--- config.mk ---
export PLATFORM = sky130hd
export DESIGN_NAME = cvt16to9
export DESIGN_NICKNAME = d
export VERILOG_FILES = /design/src/rtl/cvt16to9.sv
export SDC_FILE = /design/constraint.sdc
export NUM_CORES = 1
export LEC_CHECK = 0
export CORE_MARGIN = 2
export CORE_UTILIZATION = 45
export DETAILED_ROUTE_END_ITERATION = 8
export GPL_ROUTABILITY_DRIVEN = 0
export PLACE_DENSITY = 0.72
export RECOVER_POWER = 25
export SETUP_SLACK_MARGIN = 0.1
export SLEW_MARGIN = 40
export SYNTH_ARGS = -nofsm -noshare
export SYNTH_HDL_FRONTEND = slang
export SYNTH_SLANG_ARGS = --single-unit
--- constraint.sdc ---
create_clock -name clk -period 5.8 [get_ports clk]
set_clock_uncertainty 0.15 [all_clocks]
set_input_delay 1.16 -clock clk [delete_from_list [all_inputs] [get_ports clk]]
set_output_delay 1.16 -clock clk [all_outputs]
set_load 0.03 [all_outputs]
--- src/rtl/cvt16to9.sv ---
// cvt16to9 -- repacks a 16-bit, bit-count-qualified packet stream into
// 9-bit output words. Input bits are accumulated MSB-first in a BUF_W-bit
// buffer; full words are emitted as soon as they exist and one final
// (possibly partial or empty) word closes each packet.
//
// Optional build macro: CVT16TO9_STATS_EN adds the pkt_cnt / err_cnt
// statistic outputs. Without it the datapath is unchanged and the ports
// do not exist.
//
// Buffer invariant: bits of buf_q below the cnt_q valid bits are always
// zero (input beats are masked and every shift fills with zeros), so a
// partial final word needs no extra cleanup; it is masked anyway.

module cvt16to9 #(
   parameter int BUF_W = 32,
   parameter int OUT_W = 9
) (
   input  logic             clk,
   input  logic             rstn,
   input  logic [15:0]      data_in,
   input  logic             data_in_valid,
   input  logic             data_in_sop,
   input  logic             data_in_eop,
   input  logic [4:0]       data_in_valid_bits,
   output logic             data_in_ready,
   output logic [OUT_W-1:0] data_out,
   output logic             data_out_valid,
   input  logic             data_out_ready,
   output logic             data_out_sop,
   output logic             data_out_eop,
   output logic [3:0]       data_out_valid_bits
`ifdef CVT16TO9_STATS_EN
   ,
   output logic [15:0]      pkt_cnt,
   output logic [15:0]      err_cnt
`endif
);

   typedef enum logic [1:0] {
      ST_IDLE  = 2'd0,
      ST_RUN   = 2'd1,
      ST_FLUSH = 2'd2
   } state_t;

   localparam logic [5:0] WORD_BITS = 6'(OUT_W);

   // Mask keeping the top n bits of an output word (all bits when n >= OUT_W).
   function automatic logic [OUT_W-1:0] top_mask(input logic [5:0] n);
      logic [OUT_W-1:0] m;
      if (n >= WORD_BITS) begin
         m = {OUT_W{1'b1}};
      end else begin
         m = ~({OUT_W{1'b1}} >> n);
      end
      return m;
   endfunction

   // State and storage
   state_t            state_q, state_d;
   logic [5:0]        cnt_q, cnt_d;
   logic [BUF_W-1:0]  buf_q, buf_d;
   logic              first_q, first_d;

   // Output word register
   logic [OUT_W-1:0]  dout_q, dout_d;
   logic              dout_valid_q, dout_valid_d;
   logic              dout_sop_q, dout_sop_d;
   logic              dout_eop_q, dout_eop_d;
   logic [3:0]        dout_vb_q, dout_vb_d;

   // Control / datapath signals
   logic [4:0]        vb_clamp_s;
   logic [15:0]       in_bits_s;
   logic              in_ready_s;
   logic              in_fire_s;
   logic              slot_free_s;
   logic              pop_full_s;
   logic              pop_last_s;
   logic              load_s;
   logic              push_s;
   logic              sop_set_s;
   logic [5:0]        pop_n_s;
   logic [5:0]        cnt_rem_s;
   logic [5:0]        push_n_s;
   logic [BUF_W-1:0]  buf_rem_s;
   logic [BUF_W-1:0]  in_ext_s;
   logic [OUT_W-1:0]  word_top_s;

   // Input qualification: clamp the bit count, mask off bits past it.
   always_comb begin
      if (data_in_valid_bits > 5'd16) begin
         vb_clamp_s = 5'd16;
      end else begin
         vb_clamp_s = data_in_valid_bits;
      end
      in_bits_s   = data_in & ~(16'hFFFF >> vb_clamp_s);
      in_ready_s  = (state_q != ST_FLUSH) && (cnt_q <= 6'd16);
      in_fire_s   = data_in_valid && in_ready_s;
      slot_free_s = !dout_valid_q || data_out_ready;
   end

   // State register.
   always_ff @(posedge clk or negedge rstn) begin
      if (!rstn) begin
         state_q <= ST_IDLE;
      end else begin
         state_q <= state_d;
      end
   end

   // Next-state logic: packet framing driven by accepted sop/eop beats.
   always_comb begin
      state_d = state_q;
      case (state_q)
         ST_IDLE: begin
            if (in_fire_s && data_in_sop) begin
               state_d = data_in_eop ? ST_FLUSH : ST_RUN;
            end else begin
               state_d = ST_IDLE;
            end
         end
         ST_RUN: begin
            if (in_fire_s && data_in_eop) begin
               state_d = ST_FLUSH;
            end else begin
               state_d = ST_RUN;
            end
         end
         ST_FLUSH: begin
            if (pop_last_s) begin
               state_d = ST_IDLE;
            end else begin
               state_d = ST_FLUSH;
            end
         end
         default: begin
            state_d = ST_IDLE;
         end
      endcase
   end

   // FSM outputs: which beats are appended and which words are popped.
   always_comb begin
      push_s     = 1'b0;
      sop_set_s  = 1'b0;
      pop_full_s = slot_free_s &&
                   ((cnt_q > WORD_BITS) ||
                    ((cnt_q == WORD_BITS) && (state_q != ST_FLUSH)));
      pop_last_s = 1'b0;
      case (state_q)
         ST_IDLE: begin
            // Only a sop beat opens a packet; anything else is dropped.
            push_s    = in_fire_s && data_in_sop;
            sop_set_s = in_fire_s && data_in_sop;
         end
         ST_RUN: begin
            // A stray sop here is just another continuation beat.
            push_s    = in_fire_s;
         end
         ST_FLUSH: begin
            pop_last_s = slot_free_s && (cnt_q <= WORD_BITS);
         end
         default: begin
            push_s     = 1'b0;
            sop_set_s  = 1'b0;
            pop_last_s = 1'b0;
         end
      endcase
      load_s = pop_full_s || pop_last_s;
   end

   // Buffer update: pop the top bits first, then append below what remains.
   always_comb begin
      if (pop_full_s) begin
         pop_n_s = WORD_BITS;
      end else if (pop_last_s) begin
         pop_n_s = cnt_q;
      end else begin
         pop_n_s = 6'd0;
      end
      if (push_s) begin
         push_n_s = {1'b0, vb_clamp_s};
      end else begin
         push_n_s = 6'd0;
      end
      cnt_rem_s = cnt_q - pop_n_s;
      buf_rem_s = buf_q << pop_n_s;
      in_ext_s  = {in_bits_s, {(BUF_W-16){1'b0}}} >> cnt_rem_s;
      if (push_s) begin
         buf_d = buf_rem_s | in_ext_s;
      end else begin
         buf_d = buf_rem_s;
      end
      cnt_d = cnt_rem_s + push_n_s;
      if (sop_set_s) begin
         first_d = 1'b1;
      end else if (load_s) begin
         first_d = 1'b0;
      end else begin
         first_d = first_q;
      end
   end

   // Output word next value: loads whenever the slot is free.
   always_comb begin
      word_top_s   = buf_q[BUF_W-1 -: OUT_W];
      dout_d       = dout_q;
      dout_valid_d = dout_valid_q;
      dout_sop_d   = dout_sop_q;
      dout_eop_d   = dout_eop_q;
      dout_vb_d    = dout_vb_q;
      if (slot_free_s) begin
         if (pop_full_s) begin
            dout_d       = word_top_s;
            dout_valid_d = 1'b1;
            dout_sop_d   = first_q;
            dout_eop_d   = 1'b0;
            dout_vb_d    = 4'(OUT_W);
         end else if (pop_last_s) begin
            dout_d       = word_top_s & top_mask(cnt_q);
            dout_valid_d = 1'b1;
            dout_sop_d   = first_q;
            dout_eop_d   = 1'b1;
            dout_vb_d    = cnt_q[3:0];
         end else begin
            dout_d       = {OUT_W{1'b0}};
            dout_valid_d = 1'b0;
            dout_sop_d   = 1'b0;
            dout_eop_d   = 1'b0;
            dout_vb_d    = 4'd0;
         end
      end else begin
         dout_valid_d = dout_valid_q;
      end
   end

   // Buffer, bit count and output word registers.
   always_ff @(posedge clk or negedge rstn) begin
      if (!rstn) begin
         cnt_q        <= 6'd0;
         buf_q        <= {BUF_W{1'b0}};
         first_q      <= 1'b0;
         dout_q       <= {OUT_W{1'b0}};
         dout_valid_q <= 1'b0;
         dout_sop_q   <= 1'b0;
         dout_eop_q   <= 1'b0;
         dout_vb_q    <= 4'd0;
      end else begin
         cnt_q        <= cnt_d;
         buf_q        <= buf_d;
         first_q      <= first_d;
         dout_q       <= dout_d;
         dout_valid_q <= dout_valid_d;
         dout_sop_q   <= dout_sop_d;
         dout_eop_q   <= dout_eop_d;
         dout_vb_q    <= dout_vb_d;
      end
   end

   assign data_in_ready       = in_ready_s;
   assign data_out            = dout_q;
   assign data_out_valid      = dout_valid_q;
   assign data_out_sop        = dout_sop_q;
   assign data_out_eop        = dout_eop_q;
   assign data_out_valid_bits = dout_vb_q;

`ifdef CVT16TO9_STATS_EN
   logic [15:0] pkt_q;
   logic [15:0] err_q;
   logic        pkt_event_s;
   logic        err_event_s;

   // Statistic events: completed packets and framing anomalies.
   always_comb begin
      pkt_event_s = dout_valid_q && dout_eop_q && data_out_ready;
      if (in_fire_s) begin
         err_event_s = ((state_q == ST_IDLE) && !data_in_sop) ||
                       ((state_q == ST_RUN) && data_in_sop);
      end else begin
         err_event_s = 1'b0;
      end
   end

   // Wrapping statistic counters.
   always_ff @(posedge clk or negedge rstn) begin
      if (!rstn) begin
         pkt_q <= 16'd0;
         err_q <= 16'd0;
      end else begin
         pkt_q <= pkt_q + {15'd0, pkt_event_s};
         err_q <= err_q + {15'd0, err_event_s};
      end
   end

   assign pkt_cnt = pkt_q;
   assign err_cnt = err_q;
`endif

endmodule

-- Yosys cells after proc, flatten, opt, wreduce, memory -nomap -nowiden
Index checks and enable logic that the tools add are counted.
- shifts and indexed selects: 4
- reduce and logical (&&, ||, !) cells: 13
- mux-type cells: 28
- $lt $le $gt $ge: 5
- add/subtract/negate cells: 2
- bitwise logic cells: 5
- eq/ne operators: 4
- operator list (kind ; number):
    $mux W9 ; 6
    $mux W32 ; 1
    $or A32 B32 Y32 ; 1
    $shl A32 B6 Y32 ; 1
    $shr A32 B6 Y32 ; 1
    $and A16 B16 Y16 ; 1
    $not A16 Y16 ; 1
    $shr A16 B5 Y16 const A ; 1
    $mux W6 ; 2
    $mux W5 ; 2
    $and A9 B9 Y9 ; 1
    $mux W1 ; 9
    $not A9 Y9 ; 1
    $shr A9 B6 Y9 const A ; 1
    $mux W2 ; 4
    $mux W4 ; 2
    $logic_and A1 B1 Y1 ; 7
    $add A6 B6 Y6 ; 1
    $eq A6 B4 Y1 const B ; 1
    $ge A6 B4 Y1 const B ; 1
    $gt A6 B4 Y1 const B ; 1
    $le A6 B4 Y1 const B ; 1
    $le A6 B5 Y1 const B ; 1
    $pmux W2 S3 ; 1
    10 further kinds ; 12
- output and inout port bits: 17
- logic and storage cells: 70
- flip-flop bits (word level): 57

-- Logic depth before layout (Yosys ltp)
Gate-level depths: netlist of the first run.
- depth in word-level cells: 10
- mapped depth: 20
- depth with buffers taken out: 16

-- Worst setup path after synthesis of the first run
Ideal clock, no wire load.
- kind: input -> register
- from: input port data_out_ready
- to: register cnt_q[5]
- buffers on the path: 3
- path slack: 1.010 ns
- cell stages on the path: 18
- arrival: 4.560 ns
- path through: nand2b_1 -> and4b_1 -> and2_1 -> inv_1 -> buf_2 -> buf_1 -> ha_1 -> a21oi_1 -> nand2_1 -> xnor2_1 -> inv_1 -> clkbuf_1 -> ha_1 -> inv_1 -> o21bai_1 -> a21oi_1 -> xor2_1 -> xnor2_1
- cells in the longest elaborated chain, start to end: 7
- elaborated cells between the ends (all ways): 8
- those cells by class: add/sub (2); mux (3); reduce/logical (3)
- ends and longest elaborated chain (element ; line ; source):
    start, declared ; 28 ; input logic data_out_ready,
    $logic_or A1 B1 Y1 (*) ; 99 ; slot_free_s = !dout_valid_q || data_out_ready;
    $logic_and A1 B1 Y1 ; 161 ; pop_last_s = slot_free_s && (cnt_q <= WORD_BITS);
    $mux W1 ; 150 ; case (state_q)
    $mux W6 ; 176 ; end else if (pop_last_s) begin
    $mux W6 (*) ; 174 ; if (pop_full_s) begin
    $sub A6 B6 Y6 (*) ; 186 ; cnt_rem_s = cnt_q - pop_n_s;
    $add A6 B6 Y6 (*) ; 194 ; cnt_d = cnt_rem_s + push_n_s;
    net cnt_d[5] ; 60 ; logic [5:0] cnt_q, cnt_d;
    end signal, assigned ; 249 ; cnt_q <= cnt_d;
    end, declared ; 60 ;
Mark *: on every way through the listed nets, which the timed path passes. The rest lies on a longest branch.
A chain may end at the register's enable or synchronous reset.

-- Worst setup path after layout of the first run
Same ends and word-level chain as after synthesis.

==> results of run 1 <==
worst max path at each step:
| stage | from | to | slack [ns] | depth (start not counted) |
|---|---|---|---|---|
| after floorplan | data_out_ready | cnt_q[5] | 1.01 | 18 |
| after global placement | data_out_ready | cnt_q[5] | 0.86 | 15 |
| after detailed placement | data_out_ready | cnt_q[5] | 0.77 | 15 |
| after CTS | data_out_ready | cnt_q[5] | 1.11 | 15 |
| after global routing | data_out_ready | cnt_q[5] | 0.77 | 15 |
| final | data_out_ready | cnt_q[5] | 1.05 | 15 |
stage by stage:
step           area [sq um]  std cells  worst slack, ns
5_1_grt                5836        772           0.7655
4_1_cts                5844        772            1.108
3_5_place_dp           5563        756           0.7687
6_report               5836        772            1.051
2_1_floorplan          5081        608            1.010
3_3_place_gp           5560        756           0.8593
sequential cells by signal (all words and copies together), names as in the netlist:
name / flops
state_q: 2
data_out_sop: 1
cnt_q: 6
data_out_eop: 1
buf_q: 32
data_out: 9
data_out_valid: 1
data_out_valid_bits: 4
first_q: 1
Yosys cell counts, types with 3 or more instances:
| cell type | count | area share |
|---|---|---|
| a211o_1 | 3 | 0.0052 |
| a211oi_1 | 11 | 0.016 |
| a21o_1 | 9 | 0.013 |
| a21oi_1 | 32 | 0.032 |
| a221oi_1 | 8 | 0.014 |
| a22o_1 | 8 | 0.014 |
| a22oi_1 | 14 | 0.021 |
| a311oi_1 | 3 | 0.0052 |
| a31oi_1 | 9 | 0.011 |
| a32o_1 | 6 | 0.012 |
| and2_1 | 5 | 0.0062 |
| and3_1 | 3 | 0.0037 |
| buf_1 | 4 | 0.0030 |
| buf_2 | 10 | 0.0099 |
| buf_6 | 5 | 0.011 |
| clkbuf_1 | 28 | 0.021 |
| dfrtp_1 | 57 | 0.28 |
| ha_1 | 10 | 0.025 |
| inv_1 | 19 | 0.014 |
| inv_2 | 3 | 0.0022 |
| mux2_2 | 12 | 0.027 |
| mux2i_1 | 48 | 0.095 |
| mux4_2 | 3 | 0.013 |
| nand2_1 | 78 | 0.058 |
| nand2b_1 | 10 | 0.012 |
| nand3_1 | 17 | 0.017 |
| nand3b_1 | 6 | 0.0089 |
| nor2_1 | 40 | 0.030 |
| nor2b_1 | 6 | 0.0074 |
| nor3_1 | 11 | 0.011 |
| nor4_1 | 5 | 0.0062 |
| o2111ai_1 | 3 | 0.0052 |
| o211ai_1 | 4 | 0.0059 |
| o21ai_0 | 30 | 0.030 |
| o221ai_1 | 10 | 0.017 |
| o22a_1 | 5 | 0.0086 |
| o22ai_1 | 5 | 0.0062 |
| o311a_1 | 3 | 0.0059 |
| or2_2 | 3 | 0.0037 |
| xnor2_1 | 6 | 0.010 |
routing by layer:
| metal | routed length [um] | global-route usage | up-vias | share of wire |
|---|---|---|---|---|
| met3 | 1255 | 0.05173 | 60 | 0.082 |
| li1 | - | - | 2328 | - |
| met5 | 0 | 0 | - | 0 |
| met2 | 6808 | 0.4137 | 270 | 0.44 |
| met1 | 6634 | 0.3431 | 2351 | 0.43 |
| met4 | 676 | 0.1116 | 0 | 0.044 |
logic make-up after synthesis:
kind of cell	Yosys count	share of synthesized area
xor+xnor	8	0.01379
buf+inv	71	0.06304
mux	64	0.1389
flops	57	0.2807
compound gates	192	0.2726
simple gates	203	0.1977
fa+ha+maj	12	0.03250
other cells	1	0.0007380
critical path: cells and delay by family:
family | cells | cell delay [ns]
AOI/OAI and AO/OA | 3 | 0.48
xor gates and xnor gates | 3 | 0.48
adders and majority gates | 2 | 0.72
and+or+nand+nor | 3 | 0.75
buffers and inverters | 4 | 1.24
area by class of cell:
cell class | count | share of cell area
clock buffers | 9 | 0.03859
clock inverters | 7 | 0.009648
repair buffers | 56 | 0.08812
well taps | 140 | 0.03002
flip-flops and latches | 57 | 0.2444
multi-input cells | 480 | 0.5744
inverters | 23 | 0.01479
where the power goes:
| group | switching (W) | internal (W) |
|---|---|---|
| logic | 0.00176 | 0.00101 |
| clock network | 0.000209 | 0.000291 |
| registers | 0.000144 | 0.000543 |
| total | 0.00212 | 0.00184 |
==> impl_metrics.toml, run 1 <==
[floorplan]
start_util = 0.4646
die_area_sq_um = 12160
rows = 38
die_h_um = 110.3
design.portCount = 44
core_area_sq_um = 10940
die_width_um = 110.3

[detailed_routing]
first_pass_iters = 5
drt_iter0_drc = 542
routed_wl_um = 15370
detail-route-antenna-nets = 0
route.vias.total = 5009
drt-wirelength-per-cell_um = 19.91
viasPerCell = 6.488
drcViolationCount = 0

[global_route]
grt_use_total = 0.2598
grt_max_degree = 58
grt_pass1_wl_um = 24370
gr-total-overflow = 0
antenna_found_initial = 0
grt_pass1_vias = 4736

[clocking]
cts_buffer_depth = 2
tritoncts = "built"
cts-buffers-inserted = 9
clk_pin_slew_worst_paths_ns = 0.06
holdBufCountCts = 0
cts_sinks = 57
cts_root_buf = "clkbuf_16"
htreeDepth = 3
post_cts_buffers = 0
clk_latency_ns = 0.33
ctsResizeCount = 0

[cells_and_area]
drive_above_1_share = 0.1108
mostFrequentLayoutCell = "nand2_1"
antenna_cells = 0
final_cell_mix = "78 x nand2_1, 57 x dfrtp_1, 48 x mux2i_1"
final_nets = 666
area_growth_pct = 14.85
seq_area_sq_um = 1426
final_core_util = 0.5336
nFillCells = 1027
multi_input_area_sq_um = 3352

[worst_setup_path]
worstPathRequired_ns = 5.90
critPathArrivalTime_ns = 4.85
critPathMaxStageDelay_ns = 0.49
path_cells = "clkdlybuf4s50_1 > nand2b_1 > and4b_1 > and2_1 > inv_1 > ha_1 > xor2_1 > buf_4 > inv_1 > ha_1 > a21oi_1 > o21bai_1 > a21oi_1 > xor2_1 > xnor2_1"
rr_startpoint = "cnt_q[1]"
worstSetupEndpointType = "flip-flop"
r2r.worst_path.cells = 16
reg2reg_slack_ns = 1.62
crit_fanout = 24
r2r_end = "cnt_q[5]"
start_kind = "input pin"
worst-setup-path-type = "in2reg"
slowest_stage = "inv_1"

[min_path]
min_path_cells = 2
holdPathEnd = "data_out_valid_bits[2]"
hold_class = "reg2reg"
hold_start = "data_out_valid_bits[2]"

[sta]
fin_tns_setup_ns = 0
holdWs_ns = 0.3293
hold_violations = 0
fin_crit_sh = 0.8187
relSlewSlack = -1.060
slew_violations = 58
setup_viol = 0
period_minus_slack_ns = 4.749
fmax_mhz = 210.6
worst_slew_pin_slew_ns = 3.091
rsz0062_at_grt = "no"

[synth]
ys_warn_count = 0
ys_seq_elements = 57
synth-edff-count = 0
syn_nets = 647
syn_area_sq_um = 5081
synth_area_per_cell_sq_um = 8.357
synthCells = 608
seq_area_frac_synth = 0.2807
ys_types = 81
ys.flop_type = "dfrtp_1"
postSynth.asyncResetShare = 1.000

[placed_design]
numPortBuffers = 43
dp.final_hpwl_um = 11330

[job]
max-cap-violations = 1

[outcome]
outcome = "finished with violations"
violations = "max-capacitance violations, max-slew violations"

[power_and_ir_drop]
max-vdd-ir-drop_mv = 0.3832
p_leak_nw = 2.449
power.total_w = 0.003959
power_density_nw_per_um2 = 678.4
(Power assumes the default switching activity.)
==> run 2, diff against run 1 <==
==> constraint.sdc (replaced) <==
create_clock -name clk -period 4.7 [get_ports clk]
set_clock_uncertainty 0.15 [all_clocks]
set_input_delay 0.94 -clock clk [delete_from_list [all_inputs] [get_ports clk]]
set_output_delay 0.94 -clock clk [all_outputs]
set_load 0.03 [all_outputs]
==> impl_metrics.toml, run 2 (same netlist as run 1, synthesis figures left out) <==
[outcome]
outcome = "finished with violations"
violations = "max-capacitance violations, max-slew violations"

[worst_setup_path]
critPathArrivalTime_ns = 4.23
rr_startpoint = "cnt_q[1]"
crit_fanout = 23
cpLargestDelayFamily = "compound AO/OA/AOI/OAI gates"
crit_start = "data_out_ready"
worstSetupEndpointType = "flip-flop"
start_kind = "input pin"
critPathMaxStageDelay_ns = 0.47
worstPathRequired_ns = 4.80
worst-setup-path-type = "in2reg"
crit_buf_inv = 3
slowest_stage = "clkdlybuf4s50_1"
path_cells = "clkdlybuf4s50_1 > nand2b_1 > and4b_1 > and2_1 > inv_1 > ha_1 > xor2_1 > buf_4 > mux2i_1 > o21ai_0 > a22oi_1 > o22a_1 > o21ai_1"

[sta]
hold_violations = 0
fmax_mhz = 242.0
fin_tns_setup_ns = 0
fin_crit_sh = 0.8791
setup_viol = 0
period_minus_slack_ns = 4.132
rsz0062_at_grt = "no"
worst_slew_pin_slew_ns = 3.045
relSlewSlack = -1.030
holdWs_ns = 0.3268
slew_violations = 58

[detailed_routing]
drt-wirelength-per-cell_um = 19.56
drcViolationCount = 0
drt_iter0_drc = 549
routed_wl_um = 15240
detail-route-antenna-nets = 0
route.vias.total = 5137
first_pass_iters = 6
viasPerCell = 6.594

[global_route]
grt_use_total = 0.2690
gr-total-overflow = 0
grt_pass1_wl_um = 25410
antenna_found_initial = 0
grt_pass1_vias = 4855
grt_max_degree = 58

[floorplan]
die_area_sq_um = 12160
rows = 38
die_h_um = 110.3
die_width_um = 110.3
start_util = 0.4646
design.portCount = 44
core_area_sq_um = 10940

[power_and_ir_drop]
power_density_nw_per_um2 = 848.4
max-vdd-ir-drop_mv = 0.5009
p_leak_nw = 2.497

[clocking]
cts_root_buf = "clkbuf_16"
post_cts_buffers = 0
clk_pin_slew_worst_paths_ns = 0.05
clk_latency_ns = 0.33
tritoncts = "built"
ctsResizeCount = 0
htreeDepth = 3
cts-buffers-inserted = 9
holdBufCountCts = 0
cts_sinks = 57
cts_buffer_depth = 2

[cells_and_area]
final_core_util = 0.5410
final_area_sq_um = 5916
mostFrequentLayoutCell = "nand2_1"
final_nets = 674
antenna_cells = 0
area_growth_pct = 16.42
final_cell_mix = "78 x nand2_1, 57 x dfrtp_1, 48 x mux2i_1"
regMostFlops = "buf_q"
final_cells = 779
drive_above_1_share = 0.1158
largest_register_ffs = 32

[placed_design]
numPortBuffers = 43
place_area_sq_um = 5633
dp.final_hpwl_um = 11270
dpl.cell_count = 764

[min_path]
hold_start = "data_out_valid_bits[2]"
hold_class = "reg2reg"

[job]
max-cap-violations = 1
[run 2: cell count changes in the layout (fill, tap and decap cells not counted), sizes merged]
| cell | before | now |
|---|---|---|
| clkinvlp | 4 | 3 |
| clkinv | 3 | 2 |
| bufinv | 0 | 1 |
| buf | 14 | 21 |
| inv | 23 | 22 |
| clkbuf | 10 | 11 |
| clkdlybuf4s50 | 41 | 42 |
[run 2: through the flow]
step | power, W | worst slack [ns]
6_report | 0.005019 | 0.5682
5_1_grt | 0.005349 | 0.3566
4_1_cts | 0.004930 | 0.6528
3_5_place_dp | 0.004269 | 0.3117
3_3_place_gp | 0.004209 | 0.3269
2_1_floorplan | 0.003283 | 0.1301
[run 2: worst paths after layout]
check                      slack, ns                      to  cells past startpoint
min in group asynchronous       1.55             data_out[4]                      2
min reg2reg                     0.33  data_out_valid_bits[2]                      2
min                             0.33  data_out_valid_bits[2]                      2
max reg2reg                     0.82               buf_q[11]                     13
max                             0.57               buf_q[11]                     13
max in group asynchronous       1.12                buf_q[4]                      2
[run 2: report_power, final]
group          leakage, nW  total (W)  switching (W)  internal, W
clock                0.131   0.000638       0.000232     0.000406
sequential           0.747   0.000849       0.000179     0.000670
combinational         1.62    0.00353        0.00220      0.00133
total                 2.50    0.00502        0.00261      0.00240
[run 2: area by class of cell]
| cell class | instances | area (sq um) |
|---|---|---|
| multi-input cells | 480 | 3349 |
| inverters | 23 | 86.33 |
| repair buffers | 64 | 591.8 |
| fillers | 1028 | 5020 |
| clock buffers | 10 | 229.0 |
| clock inverters | 5 | 57.56 |
| flip-flops and latches | 57 | 1426 |
| well taps | 140 | 175.2 |
[run 2: worst register-to-register path, cell delays in order (launching register included)]
cell and delay (ns):
dfrtp_1 0.50, o31ai_2 0.28, and2_4 0.21, nand2_4 0.07
nand2_4 0.09, inv_2 0.04, ha_1 0.57, mux2i_1 0.16
a311oi_1 0.48, mux2i_1 0.18, o21ai_0 0.46, a22oi_1 0.24
o22a_1 0.24, o21ai_1 0.13
[run 2: layer usage]
| layer | wire length, um | track usage | vias up |
|---|---|---|---|
| li1 | - | - | 2330 |
| met1 | 6629 | 0.3619 | 2465 |
| met2 | 7052 | 0.4338 | 295 |
| met3 | 1157 | 0.04762 | 47 |
| met4 | 398 | 0.09732 | 0 |
| met5 | 0 | 0 | - |
